`src/rtl/slow_tick_counter_pkg.sv`:
```
// Shared encodings for the slow tick counter: counting modes, ping-pong direction,
// and a constant clog2 used to size the prescaler and debounce counters.
package slow_tick_pkg;

  typedef enum logic [1:0] {
    MODE_UP       = 2'b00,
    MODE_DOWN     = 2'b01,
    MODE_SAT      = 2'b10,
    MODE_PINGPONG = 2'b11
  } mode_e;

  typedef enum logic {
    DIR_UP   = 1'b0,
    DIR_DOWN = 1'b1
  } dir_e;

  // Bits needed to hold 0..value-1, never less than one.
  function automatic int clog2(input int value);
    int r;
    int v;
    r = 0;
    v = value - 1;
    while (v > 0) begin
      r++;
      v = v >> 1;
    end
    if (r == 0) r = 1;
    return r;
  endfunction

endpackage

```
`src/rtl/slow_tick_counter_prescaler.sv`:
```
// Single-clock prescaler: registered 1-cycle tick every (DIV >> speed) cycles, plus a
// blink output that toggles with each tick.
module tick_prescaler
  import slow_tick_pkg::*;
#(
  parameter int DIV = 8
) (
  input  logic       clk,
  input  logic       rst_n,
  input  logic [1:0] speed,
  output logic       tick,
  output logic       blink
);

  localparam int PW = clog2(DIV);
  localparam logic [PW:0] DIV_V = (PW+1)'(DIV);
  localparam logic [PW:0] ONE_W = (PW+1)'(1);

  logic [PW-1:0] pre_cnt;
  logic [PW:0]   lim_m1;
  logic          tc;

  // ">=" rather than "==" so a speed-up that leaves pre_cnt beyond the new limit
  // restarts the period immediately instead of running through a wrap.
  assign lim_m1 = (DIV_V >> speed) - ONE_W;
  assign tc     = ({1'b0, pre_cnt} >= lim_m1);

  always_ff @(posedge clk or negedge rst_n) begin
    if (!rst_n) begin
      pre_cnt <= '0;
      tick    <= 1'b0;
      blink   <= 1'b0;
    end else begin
      tick <= tc;
      if (tc) begin
        pre_cnt <= '0;
        blink   <= ~blink;
      end else begin
        pre_cnt <= pre_cnt + PW'(1);
      end
    end
  end

endmodule

```
`src/rtl/slow_tick_counter.sv`:
```
// WIDTH-bit LED counter stepped by the prescaler tick, with four run-time modes and load.
// Optional debounced step button when SLOW_TICK_COUNTER_DEBOUNCE_EN is defined.
//
//   dir      | meaning
//   DIR_UP   | ping-pong climbing toward MAX (held here in all other modes)
//   DIR_DOWN | ping-pong descending toward 0
module slow_tick_counter
  import slow_tick_pkg::*;
#(
  parameter int CLK_HZ  = 25_000_000,
  parameter int TICK_HZ = 2,
  parameter int WIDTH   = 6,
  parameter int DEB_MS  = 10
) (
  input  logic             clk,
  input  logic             rst_n,
  input  logic             en,
  input  logic [1:0]       mode,
  input  logic [1:0]       speed,
  input  logic             load,
  input  logic [WIDTH-1:0] load_val,
  input  logic             btn,
  output logic [WIDTH-1:0] count,
  output logic             tick,
  output logic             blink,
  output logic             wrap
);

  localparam int DIV     = CLK_HZ / TICK_HZ;
  localparam int DEB_RAW = DEB_MS * CLK_HZ / 1000;
  localparam int DEB_CYC = (DEB_RAW < 4) ? 4 : DEB_RAW;
  localparam logic [WIDTH-1:0] MAX = '1;
  localparam logic [WIDTH-1:0] ONE = WIDTH'(1);

  dir_e  dir;
  mode_e mode_sel;
  logic  step;
  logic  btn_step;

  assign mode_sel = mode_e'(mode);

  tick_prescaler #(.DIV(DIV)) u_prescaler (
    .clk   (clk),
    .rst_n (rst_n),
    .speed (speed),
    .tick  (tick),
    .blink (blink)
  );

`ifdef SLOW_TICK_COUNTER_DEBOUNCE_EN
  localparam int DW = clog2(DEB_CYC);
  localparam logic [DW-1:0] DEB_LOAD = DW'(DEB_CYC - 1);

  logic [1:0]    btn_sync;
  logic          btn_stable;
  logic [DW-1:0] deb_cnt;

  // Stable level only follows the synchronised input after DEB_CYC unchanged cycles.
  always_ff @(posedge clk or negedge rst_n) begin
    if (!rst_n) begin
      btn_sync   <= 2'b00;
      btn_stable <= 1'b0;
      deb_cnt    <= DEB_LOAD;
      btn_step   <= 1'b0;
    end else begin
      btn_sync <= {btn_sync[0], btn};
      btn_step <= 1'b0;
      if (btn_sync[1] == btn_stable) begin
        deb_cnt <= DEB_LOAD;
      end else if (deb_cnt == '0) begin
        btn_stable <= btn_sync[1];
        btn_step   <= btn_sync[1];
        deb_cnt    <= DEB_LOAD;
      end else begin
        deb_cnt <= deb_cnt - DW'(1);
      end
    end
  end
`else
  logic unused_cfg;
  assign unused_cfg = btn & (DEB_CYC > 0);
  assign btn_step   = 1'b0;
`endif

  assign step = (tick & en) | btn_step;

  always_ff @(posedge clk or negedge rst_n) begin
    if (!rst_n) begin
      count <= '0;
      dir   <= DIR_UP;
      wrap  <= 1'b0;
    end else begin
      wrap <= 1'b0;
      if (mode_sel != MODE_PINGPONG) dir <= DIR_UP;
      if (load) begin
        count <= load_val;
        dir   <= DIR_UP;
      end else if (step) begin
        case (mode_sel)
          MODE_UP: begin
            count <= count + ONE;
            wrap  <= (count == MAX);
          end
          MODE_DOWN: begin
            count <= count - ONE;
            wrap  <= (count == '0);
          end
          MODE_SAT: begin
            if (count != MAX) begin
              count <= count + ONE;
              wrap  <= (count == MAX - ONE);
            end
          end
          default: begin
            // An endpoint reached by load or mode change turns around without a wrap.
            if (dir == DIR_UP) begin
              if (count == MAX) begin
                count <= count - ONE;
                dir   <= DIR_DOWN;
              end else begin
                count <= count + ONE;
                if (count == MAX - ONE) begin
                  dir  <= DIR_DOWN;
                  wrap <= 1'b1;
                end
              end
            end else begin
              if (count == '0) begin
                count <= count + ONE;
                dir   <= DIR_UP;
              end else begin
                count <= count - ONE;
                if (count == ONE) begin
                  dir  <= DIR_UP;
                  wrap <= 1'b1;
                end
              end
            end
          end
        endcase
      end
    end
  end

endmodule
```
`config.mk`:
```
export PLATFORM = sky130hd
export DESIGN_NAME = slow_tick_counter
export DESIGN_NICKNAME = d
export VERILOG_FILES = /design/src/rtl/slow_tick_counter_pkg.sv /design/src/rtl/slow_tick_counter_prescaler.sv /design/src/rtl/slow_tick_counter.sv
export SDC_FILE = /design/constraint.sdc
export NUM_CORES = 1
export LEC_CHECK = 0
export CORE_MARGIN = 2
export CORE_UTILIZATION = 40
export DETAILED_ROUTE_END_ITERATION = 10
export GPL_TIMING_DRIVEN = 0
export SLEW_MARGIN = 20
export SYNTH_ARGS = -nofsm -noshare
export SYNTH_HDL_FRONTEND = slang
export SYNTH_HIERARCHICAL = 1
export SYNTH_SLANG_ARGS = --single-unit
```
`constraint.sdc`:
```
create_clock -name clk -period 2.67 [get_ports clk]
set_input_delay 0.534 -clock clk [delete_from_list [all_inputs] [get_ports clk]]
set_output_delay 0.534 -clock clk [all_outputs]
set_load 0.02 [all_outputs]
```
==> run_results.csv, run 1 <==
group,metric,value,unit
die,die_w,88.0,um
yosys,synth-seq-cells,34,
detailed_routing,met2_length,3.40,mm
yosys,syn_inst,306,
status,status,"finished clean",
die,boundaryPins,24,
placed_design,dp.cells,426,
yosys,synthMuxAreaShare,0.710,%
die,core,6790,um^2
global_route,grt_pass1_vias,2471,
placed_design,dpl.hpwl,4.97,mm
placed_design,routabilityCongestion,0.819,
detailed_routing,wl_met1,3.09,mm
yosys,synth_top_family_by_area,"simple AND/OR/NAND/NOR gates",
yosys,synthXorXnorAreaFrac,8.38,%
detailed_routing,wl_met3,182,um
timing,fmax,383,MHz
worst_setup_path,arrival,2.81,ns
yosys,synth_simple_gate_area_share,28.4,%
worst_setup_path,cp.required,2.87,ns
cts,cts_root_buffer,"clkbuf_8",
worst_setup_path,critical_path_class,"in2reg",
timing,setup_viol,0,
yosys,seq_area_frac_synth,30.2,%
detailed_routing,vias_per_cell,5.46,
timing,slew_viol_final,0,
timing,rsz0062_at_grt,"false",
yosys,async_flop_share,100,%
global_route,globalRouteOverflowTotal,0,
placed_design,portBuffers,22,
cells_and_area,final_cell_mix,"dfrtp_1, nand2_1, xnor2_1",
detailed_routing,totalWireLength,6.78,mm
timing,tns,0,ns
power,peakVddDrop,278,uV
worst_setup_path,cp-start-kind,"input port",
yosys,synthAdderAreaFrac,10.6,%
cts,cts.sinks,34,
detailed_routing,wire_per_inst,15.3,um
yosys,syn_avg_cell_area,9.22,um^2
die,dieArea,7740,um^2
global_route,grt_pass1_wl,11.9,mm
detailed_routing,drt_iter0_markers,64,
cells_and_area,antenna_cells,0,
power,power_density,499,nW/um^2
cells_and_area,final_common_cell,"dfrtp_1",
detailed_routing,drtPass1Iterations,4,
yosys,synth_edf_count,0,
worst_setup_path,end_kind,"flip-flop",
cts,h-tree-depth,2,
cts,cts_tree,"built",
yosys,synth_compound_area_share,15.9,%
die,initial_utilization,41.5,%
cells_and_area,stdcell_count,444,
cts,postCtsHoldBufs,0,
cts,cts-buffers-inserted,5,
die,die_y,88.0,um
timing,final-hold-violation-count,0,
detailed_routing,ant_nets,0,
cells_and_area,drive_gt1_share,19.8,%
power,power,1.75,mW
detailed_routing,routed.top_layer,"met4",
timing,fin_crit_sh,97.8,%
die,rows,30,
timing,fin_skew,0.00759,ns
yosys,ys.flop_type,"dfrtp_1",
global_route,antenna_found_initial,0,
detailed_routing,vias,2426,
timing,period_needed,2.61,ns
power,leakagePower,1.49,nW
worst_hold_path,min_path_type,"in2async",
cts,clk_pin_slew,0.07,ns
yosys,yosys_warnings,6,
cts,clockBufferDepth,2,
cts,clk_latency,0.28,ns
flow_run,max-cap-violations,0,
global_route,grt_usage,19.5,%
yosys,synth_area,2820,um^2
cells_and_area,area_growth,24.3,%
global_route,grt_max_degree,22,
cells_and_area,final_nets,386,
detailed_routing,drcViolationCount,0,
worst_setup_path,path_max_fanout,7,
yosys,ys_types,66,
-- where the power goes --
part           leakage [nW]  switching, mW  internal (mW)
Combinational         0.985          0.301          0.271
Clock                0.0524          0.188          0.279
Sequential            0.451          0.116          0.593
Total                  1.49          0.606           1.14
-- per-stage QoR --
stage	setup slack (ns)	hold WS (ns)	area, um^2	utilization, %
2_1_floorplan	0.00632	0.238	2830	-
3_3_place_gp	-0.886	0.524	3170	46.6
3_5_place_dp	-0.921	0.477	3190	46.9
4_1_cts	0.00489	0.166	3480	51.3
5_1_grt	0.00140	0.178	3510	51.6
6_report	0.0585	0.160	3510	51.6
-- cell usage after synthesis (3+ instances only) --
library cell	count	share of area [%]
dfrtp_1	34	30
nand2_1	30	4.0
ha_1	24	11
xnor2_1	22	6.8
nor3_2	19	6.7
nor2_1	18	2.4
nor3_1	17	3.0
inv_1	15	2.0
nand3_1	13	2.3
a21oi_1	11	2.0
o21ai_0	7	1.2
xor2_1	5	1.6
a211oi_1	4	1.1
and3_1	4	0.89
buf_2	4	0.71
nor4_1	4	0.89
o2111ai_1	4	1.2
a31oi_1	3	0.67
and2_1	3	0.67
and4_1	3	0.93
buf_6	3	1.2
clkbuf_1	3	0.40
nand4_1	3	0.67
or3_1	3	0.67
-- metal layers --
layer	vias to the layer above	GRT usage (%)
met5	-	0
li1	1204	-
met4	0	5.03
met1	1174	24.8
met2	38	34.3
met3	10	3.30
-- state kept, by name (all words and copies together), names as in the netlist --
register and flops:
count 6, u_prescaler/pre_cnt 24, u_prescaler/blink 1, dir 1, u_prescaler/tick 1, wrap 1
-- critical path, stage by stage --
cell      delay [ns]
buf_4           0.14
buf_6           0.14
inv_2           0.07
nand2_2         0.08
ha_4            0.21
ha_2            0.16
a2111o_1        0.36
a211o_1         0.31
o31ai_4         0.24
a21oi_4         0.13
buf_12          0.16
buf_8           0.13
nor3_2          0.14
-- layout make-up --
class / instances / area [um^2]
clock inverters: 1 / 30.0
multi-input cells: 244 / 1880
inverters: 15 / 56.3
flip-flops and latches: 34 / 851
fillers: 637 / 3290
repair buffers: 33 / 372
well taps: 96 / 120
clock buffers: 7 / 76.3
plain buffers: 14 / 125
-- logic make-up (layout without fill, tap and decap cells) --
| kind of cell | Yosys count | after routing |
|---|---|---|
| AOI/OAI and AO/OA | 56 | 56 |
| xor gates and xnor gates | 27 | 27 |
| adders and majority gates | 24 | 24 |
| buffers and inverters | 29 | 70 |
| DFF | 34 | 34 |
| muxes | 2 | 2 |
| other | 1 | 2 |
| and+or+nand+nor | 133 | 133 |
-- what timing repair did --
action                     in CTS  in global routing
setup endpoints to repair      26                 23
gates cloned                    2                  0
pin swaps                       7                  1
buffers inserted                8                  0
gates resized for setup        25                  5
-- path summary, 6_finish.rpt --
check                           slack, ns                    from  cells after the start                 endpoint
worst max-delay path                 0.06                speed[0]                     13   u_prescaler/pre_cnt[4]
worst min-delay path                 0.16                   rst_n                      1   u_prescaler/pre_cnt[7]
worst max register to register       0.30                count[0]                      8                 count[2]
worst min register to register       0.54  u_prescaler/pre_cnt[0]                      1   u_prescaler/pre_cnt[0]
max in group asynchronous            2.08                   rst_n                      2  u_prescaler/pre_cnt[22]
min in group clk                     0.54  u_prescaler/pre_cnt[0]                      1   u_prescaler/pre_cnt[0]
No activity file was read; power rests on OpenSTA's default activity.
==> run 2, diff against run 1 <==
--- a/config.mk
+++ b/config.mk
@@ -6,9 +6,10 @@
 export NUM_CORES = 1
 export LEC_CHECK = 0
 export CORE_MARGIN = 2
-export CORE_UTILIZATION = 40
+export CORE_UTILIZATION = 55
 export DETAILED_ROUTE_END_ITERATION = 10
 export GPL_TIMING_DRIVEN = 0
+export PLACE_DENSITY = 0.76
 export SLEW_MARGIN = 20
 export SYNTH_ARGS = -nofsm -noshare
 export SYNTH_HDL_FRONTEND = slang
==> run_results.csv, run 2 (synthesis gave the netlist of run 1 again) <==
group,metric,value,unit
cts,clk_latency,0.29,ns
detailed_routing,vias_per_cell,6.02,
timing,fin_skew,0.0139,ns
cts,cts.sinks,34,
worst_setup_path,cp_top_family,"compound AO/OA/AOI/OAI gates",
die,rows,26,
die,initial_utilization,56.0,%
cts,clockBufferDepth,2,
die,core,5040,um^2
cells_and_area,drive_gt1_share,20.5,%
cells_and_area,largest_register,"u_prescaler/pre_cnt",
timing,setup_viol,0,
global_route,globalRouteOverflowTotal,0,
die,die_y,75.6,um
worst_setup_path,arrival,2.80,ns
cts,postCtsHoldBufs,0,
detailed_routing,wire_per_inst,16.4,um
power,power_density,490,nW/um^2
detailed_routing,totalWireLength,6.84,mm
worst_setup_path,crit_buf_inv,4,
timing,slew_viol_final,0,
placed_design,portBuffers,22,
global_route,grt_usage,25.4,%
timing,fmax,385,MHz
cells_and_area,fillers,416,
cells_and_area,final_cell_mix,"dfrtp_1, nand2_1, xnor2_1, ha_1",
placed_design,routabilityCongestion,0.921,
global_route,grt_max_degree,23,
cells_and_area,final_common_cell,"dfrtp_1",
cts,cts_root_buffer,"clkbuf_8",
timing,relSlewSlack,66.1,%
worst_setup_path,slowest_delay,0.37,ns
cts,cts_tree,"built",
detailed_routing,drt_iter0_markers,220,
timing,holdWs,0.142,ns
global_route,grt_pass1_vias,2291,
global_route,grt_pass1_wl,11.0,mm
power,leakagePower,1.48,nW
cts,clk_pin_slew,0.08,ns
die,dieArea,5720,um^2
timing,fin_crit_sh,97.2,%
detailed_routing,drcViolationCount,0,
worst_setup_path,cp.required,2.87,ns
detailed_routing,ant_nets,0,
detailed_routing,drtPass1Iterations,4,
timing,worst_slew_pin_slew,0.506,ns
worst_setup_path,path_max_fanout,7,
timing,period_needed,2.59,ns
cells_and_area,largest_register_ffs,24,
placed_design,dpl.hpwl,4.88,mm
worst_setup_path,cp_slowest_cell,"a2111o_1",
worst_setup_path,critical_path_class,"in2reg",
status,status,"finished clean",
worst_setup_path,end_kind,"flip-flop",
timing,rsz0062_at_grt,"false",
die,boundaryPins,24,
worst_setup_path,cp-start-kind,"input port",
worst_hold_path,min_path_type,"in2async",
detailed_routing,vias,2506,
die,die_w,75.6,um
cells_and_area,area_growth,22.2,%
cts,h-tree-depth,2,
timing,final-hold-violation-count,0,
flow_run,max-cap-violations,0,
cells_and_area,final_nets,384,
power,peakVddDrop,481,uV
cells_and_area,antenna_cells,0,
cells_and_area,reg_top3,"u_prescaler/pre_cnt: 24 flops, count: 6 flops",
cts,cts-buffers-inserted,5,
power,power,1.69,mW
worst_setup_path,path_cells,"buf_4 > buf_6 > nand2_4 > ha_4 > ha_1 > a2111o_1 > a211o_1 > o31ai_4 > a21oi_4 > buf_12 > buf_8 > nor3_2",
global_route,antenna_found_initial,0,
-- run 2: final cells by class --
cell class                 count  area, um^2  share of cell area [%]
buffer                        13         114                    3.30
timing repair buffer          32         362                    10.5
sequential                    34         851                    24.7
inverter                      15        58.8                    1.71
clock inverter                 1        5.00                   0.145
clock buffer                   7        86.3                    2.50
multi-input combinational    244        1880                    54.6
tap                           70        87.6                    2.54
-- run 2: timing repair --
item	CTS	global route
endpoints found under the hold margin	0	0
setup endpoints to repair	26	20
gates cloned	2	0
pin swaps	7	3
gates resized for setup	26	10
setup buffers	7	0
-- run 2: worst paths after layout --
check                                           to  slack [ns]                    from  cells past startpoint
min                        u_prescaler/pre_cnt[17]        0.14                   rst_n                      1
max reg2reg                 u_prescaler/pre_cnt[9]        0.33  u_prescaler/pre_cnt[4]                      8
max                         u_prescaler/pre_cnt[9]        0.08                speed[1]                     12
min reg2reg                 u_prescaler/pre_cnt[0]        0.53  u_prescaler/pre_cnt[0]                      1
max in group asynchronous   u_prescaler/pre_cnt[8]        2.09                   rst_n                      2
min in group clk            u_prescaler/pre_cnt[0]        0.53  u_prescaler/pre_cnt[0]                      1
-- run 2: worst reg2reg max path: cells and delay by family (launching register included) --
family                   cells  cell delay (ns)
AO/OA/AOI/OAI                4             1.14
flip-flops                   1             0.43
buffers and inverters        2             0.30
adder cells (fa/ha/maj)      1             0.26
AND/OR/NAND/NOR              1             0.14
-- run 2: metrics by stage --
step | util, % | instances | area, um^2 | setup TNS, ns | worst slack [ns]
after floorplan | - | 307 | 2830 | 0 | 0.00632
after global placement | 62.1 | 399 | 3130 | -20.99 | -0.843
after detailed placement | 62.6 | 400 | 3160 | -22.07 | -0.930
after CTS | 68.2 | 417 | 3440 | -0.0103 | -0.00515
after global routing | 68.4 | 416 | 3450 | 0 | 0.0377
final | 68.4 | 416 | 3450 | 0 | 0.0757
-- run 2: metal layers --
layer / vias up / routed length, um / track usage (%)
li1: 1203 / - / -
met1: 1223 / 3130 / 35.4
met2: 67 / 3290 / 39.4
met3: 13 / 284 / 4.89
met4: 0 / 138 / 9.36
met5: - / 0 / 0
-- run 2: power by group --
| part | switching (mW) | leakage, nW | total, mW | internal, mW |
|---|---|---|---|---|
| combinational | 0.318 | 0.980 | 0.591 | 0.273 |
| clock | 0.185 | 0.0482 | 0.393 | 0.208 |
| sequential | 0.112 | 0.451 | 0.705 | 0.593 |
==> run 3, diff against run 2 <==
==> constraint.sdc (replaced) <==
create_clock -name clk -period 2.67 [get_ports clk]
set_input_delay 0.4005 -clock clk [delete_from_list [all_inputs] [get_ports clk]]
set_output_delay 0.4005 -clock clk [all_outputs]
set_load 0.02 [all_outputs]
==> run_results.csv, run 3 (synthesis gave the netlist of run 1 again) <==
group,metric,value,unit
cells_and_area,final_util,67.5,%
detailed_routing,drtPass1Iterations,4,
global_route,globalRouteOverflowTotal,0,
cts,cts.sinks,34,
power,peakVddDrop,486,uV
die,boundaryPins,24,
cells_and_area,drive_gt1_share,18.2,%
cells_and_area,final_nets,385,
die,initial_utilization,56.0,%
cells_and_area,area_growth,20.6,%
worst_setup_path,path_max_fanout,8,
placed_design,dpl.hpwl,4.88,mm
power,power_density,490,nW/um^2
flow_run,max-cap-violations,0,
timing,slew_viol_final,0,
worst_hold_path,min_path_type,"in2async",
cts,cts-buffers-inserted,5,
timing,setup_viol,0,
timing,holdWs,0.0151,ns
timing,worst_slew_pin_slew,0.501,ns
worst_setup_path,end_kind,"flip-flop",
detailed_routing,wire_per_inst,15.6,um
cells_and_area,largest_register,"u_prescaler/pre_cnt",
cts,cts_root_buffer,"clkbuf_8",
timing,period_needed,2.63,ns
cells_and_area,stdcell_area,3400,um^2
timing,fmax,380,MHz
placed_design,placed_area,3160,um^2
timing,final-hold-violation-count,0,
status,status,"finished clean",
global_route,grt_max_degree,23,
detailed_routing,vias,2439,
detailed_routing,ant_nets,0,
die,dieArea,5720,um^2
die,die_w,75.6,um
global_route,grt_pass1_wl,10.8,mm
cells_and_area,multiInputGateArea,1830,um^2
cts,clk_latency,0.28,ns
worst_setup_path,cp.required,2.87,ns
cts,clk_pin_slew,0.07,ns
detailed_routing,drt_iter0_markers,210,
cells_and_area,fillers,427,
power,leakagePower,1.49,nW
placed_design,portBuffers,22,
cells_and_area,seq_area,851,um^2
detailed_routing,vias_per_cell,5.85,
global_route,grt_usage,25.0,%
timing,fin_crit_sh,98.4,%
die,core,5040,um^2
cts,clockBufferDepth,2,
worst_setup_path,critical_path_class,"in2reg",
timing,relSlewSlack,66.4,%
timing,rsz0062_at_grt,"true",
cells_and_area,final_common_cell,"dfrtp_1",
die,die_y,75.6,um
global_route,antenna_found_initial,0,
detailed_routing,totalWireLength,6.52,mm
worst_setup_path,arrival,2.83,ns
cells_and_area,antenna_cells,0,
worst_setup_path,cp-start-kind,"input port",
detailed_routing,drcViolationCount,0,
placed_design,routabilityCongestion,0.921,
cells_and_area,final_cell_mix,"dfrtp_1, nand2_1, ha_1",
cts,cts_tree,"built",
cells_and_area,largest_register_ffs,24,
cts,h-tree-depth,2,
global_route,grt_pass1_vias,2288,
die,rows,26,
cells_and_area,reg_top3,"u_prescaler/pre_cnt: 24 flops, count: 6 flops",
timing,fin_skew,0.00972,ns
## run 3: worst paths after layout
kind	startpoint	to	slack, ns	cells after the start
setup / recovery	speed[0]	u_prescaler/pre_cnt[6]	0.04	12
hold / removal	rst_n	u_prescaler/pre_cnt[17]	0.02	1
setup reg to reg	u_prescaler/pre_cnt[4]	u_prescaler/pre_cnt[6]	0.34	7
hold reg to reg	u_prescaler/pre_cnt[0]	u_prescaler/pre_cnt[0]	0.53	1
max in group asynchronous	rst_n	u_prescaler/pre_cnt[8]	2.22	2
min in group clk	u_prescaler/pre_cnt[0]	u_prescaler/pre_cnt[0]	0.53	1
## run 3: area by class of cell
class / count / share of cell area [%]
inverters: 15 / 1.66
flip-flops and latches: 34 / 25.0
plain buffers: 14 / 3.68
repair buffers: 32 / 10.5
clock inverters: 1 / 0.147
clock buffers: 7 / 2.54
well taps: 70 / 2.57
multi-input cells: 244 / 53.9
## run 3: what timing repair did
| item | in CTS | in global routing |
|---|---|---|
| setup buffers | 7 | 0 |
| gates resized for setup | 19 | 1 |
| hold buffers | 0 | 0 |
| pin swaps | 4 | 2 |
| hold endpoints to repair | 0 | 0 |
| gates cloned | 2 | 0 |
| setup endpoints to repair | 26 | 20 |
## run 3: layer usage
metal | part of all wire [%] | wire length [um] | track usage (%) | vias up
met3 | 3.9 | 251 | 5.16 | 13
met5 | 0 | 0 | 0 | -
met4 | 2.3 | 151 | 9.55 | 0
met2 | 47 | 3060 | 39.4 | 55
met1 | 47 | 3060 | 33.9 | 1170
li1 | - | - | - | 1201
## run 3: metrics by stage
stage | worst slack (ns) | instances | setup TNS, ns | total power [mW]
2_1_floorplan | 0.140 | 307 | 0 | 1.09
3_3_place_gp | -0.709 | 399 | -17.52 | 1.24
3_5_place_dp | -0.796 | 400 | -18.59 | 1.26
4_1_cts | 0.00703 | 417 | 0 | 1.68
5_1_grt | -0.0194 | 417 | -0.0620 | 1.77
6_report | 0.0415 | 417 | 0 | 1.67
## run 3: critical path, cell delays in order
cell and delay [ns]:
buf_2 0.14, buf_6 0.14, inv_2 0.06, nand2_2 0.06, ha_1 0.30, ha_1 0.18
a2111o_1 0.42, a211o_1 0.31, o31ai_4 0.22, a21oi_4 0.14, bufbuf_16 0.32, nor3_2 0.14
## run 3: report_power, final
group          leakage [nW]  internal (mW)  switching, mW
clock network        0.0482          0.208          0.180
logic                 0.991          0.264          0.311
registers             0.451          0.593          0.110
total                  1.49           1.06          0.601
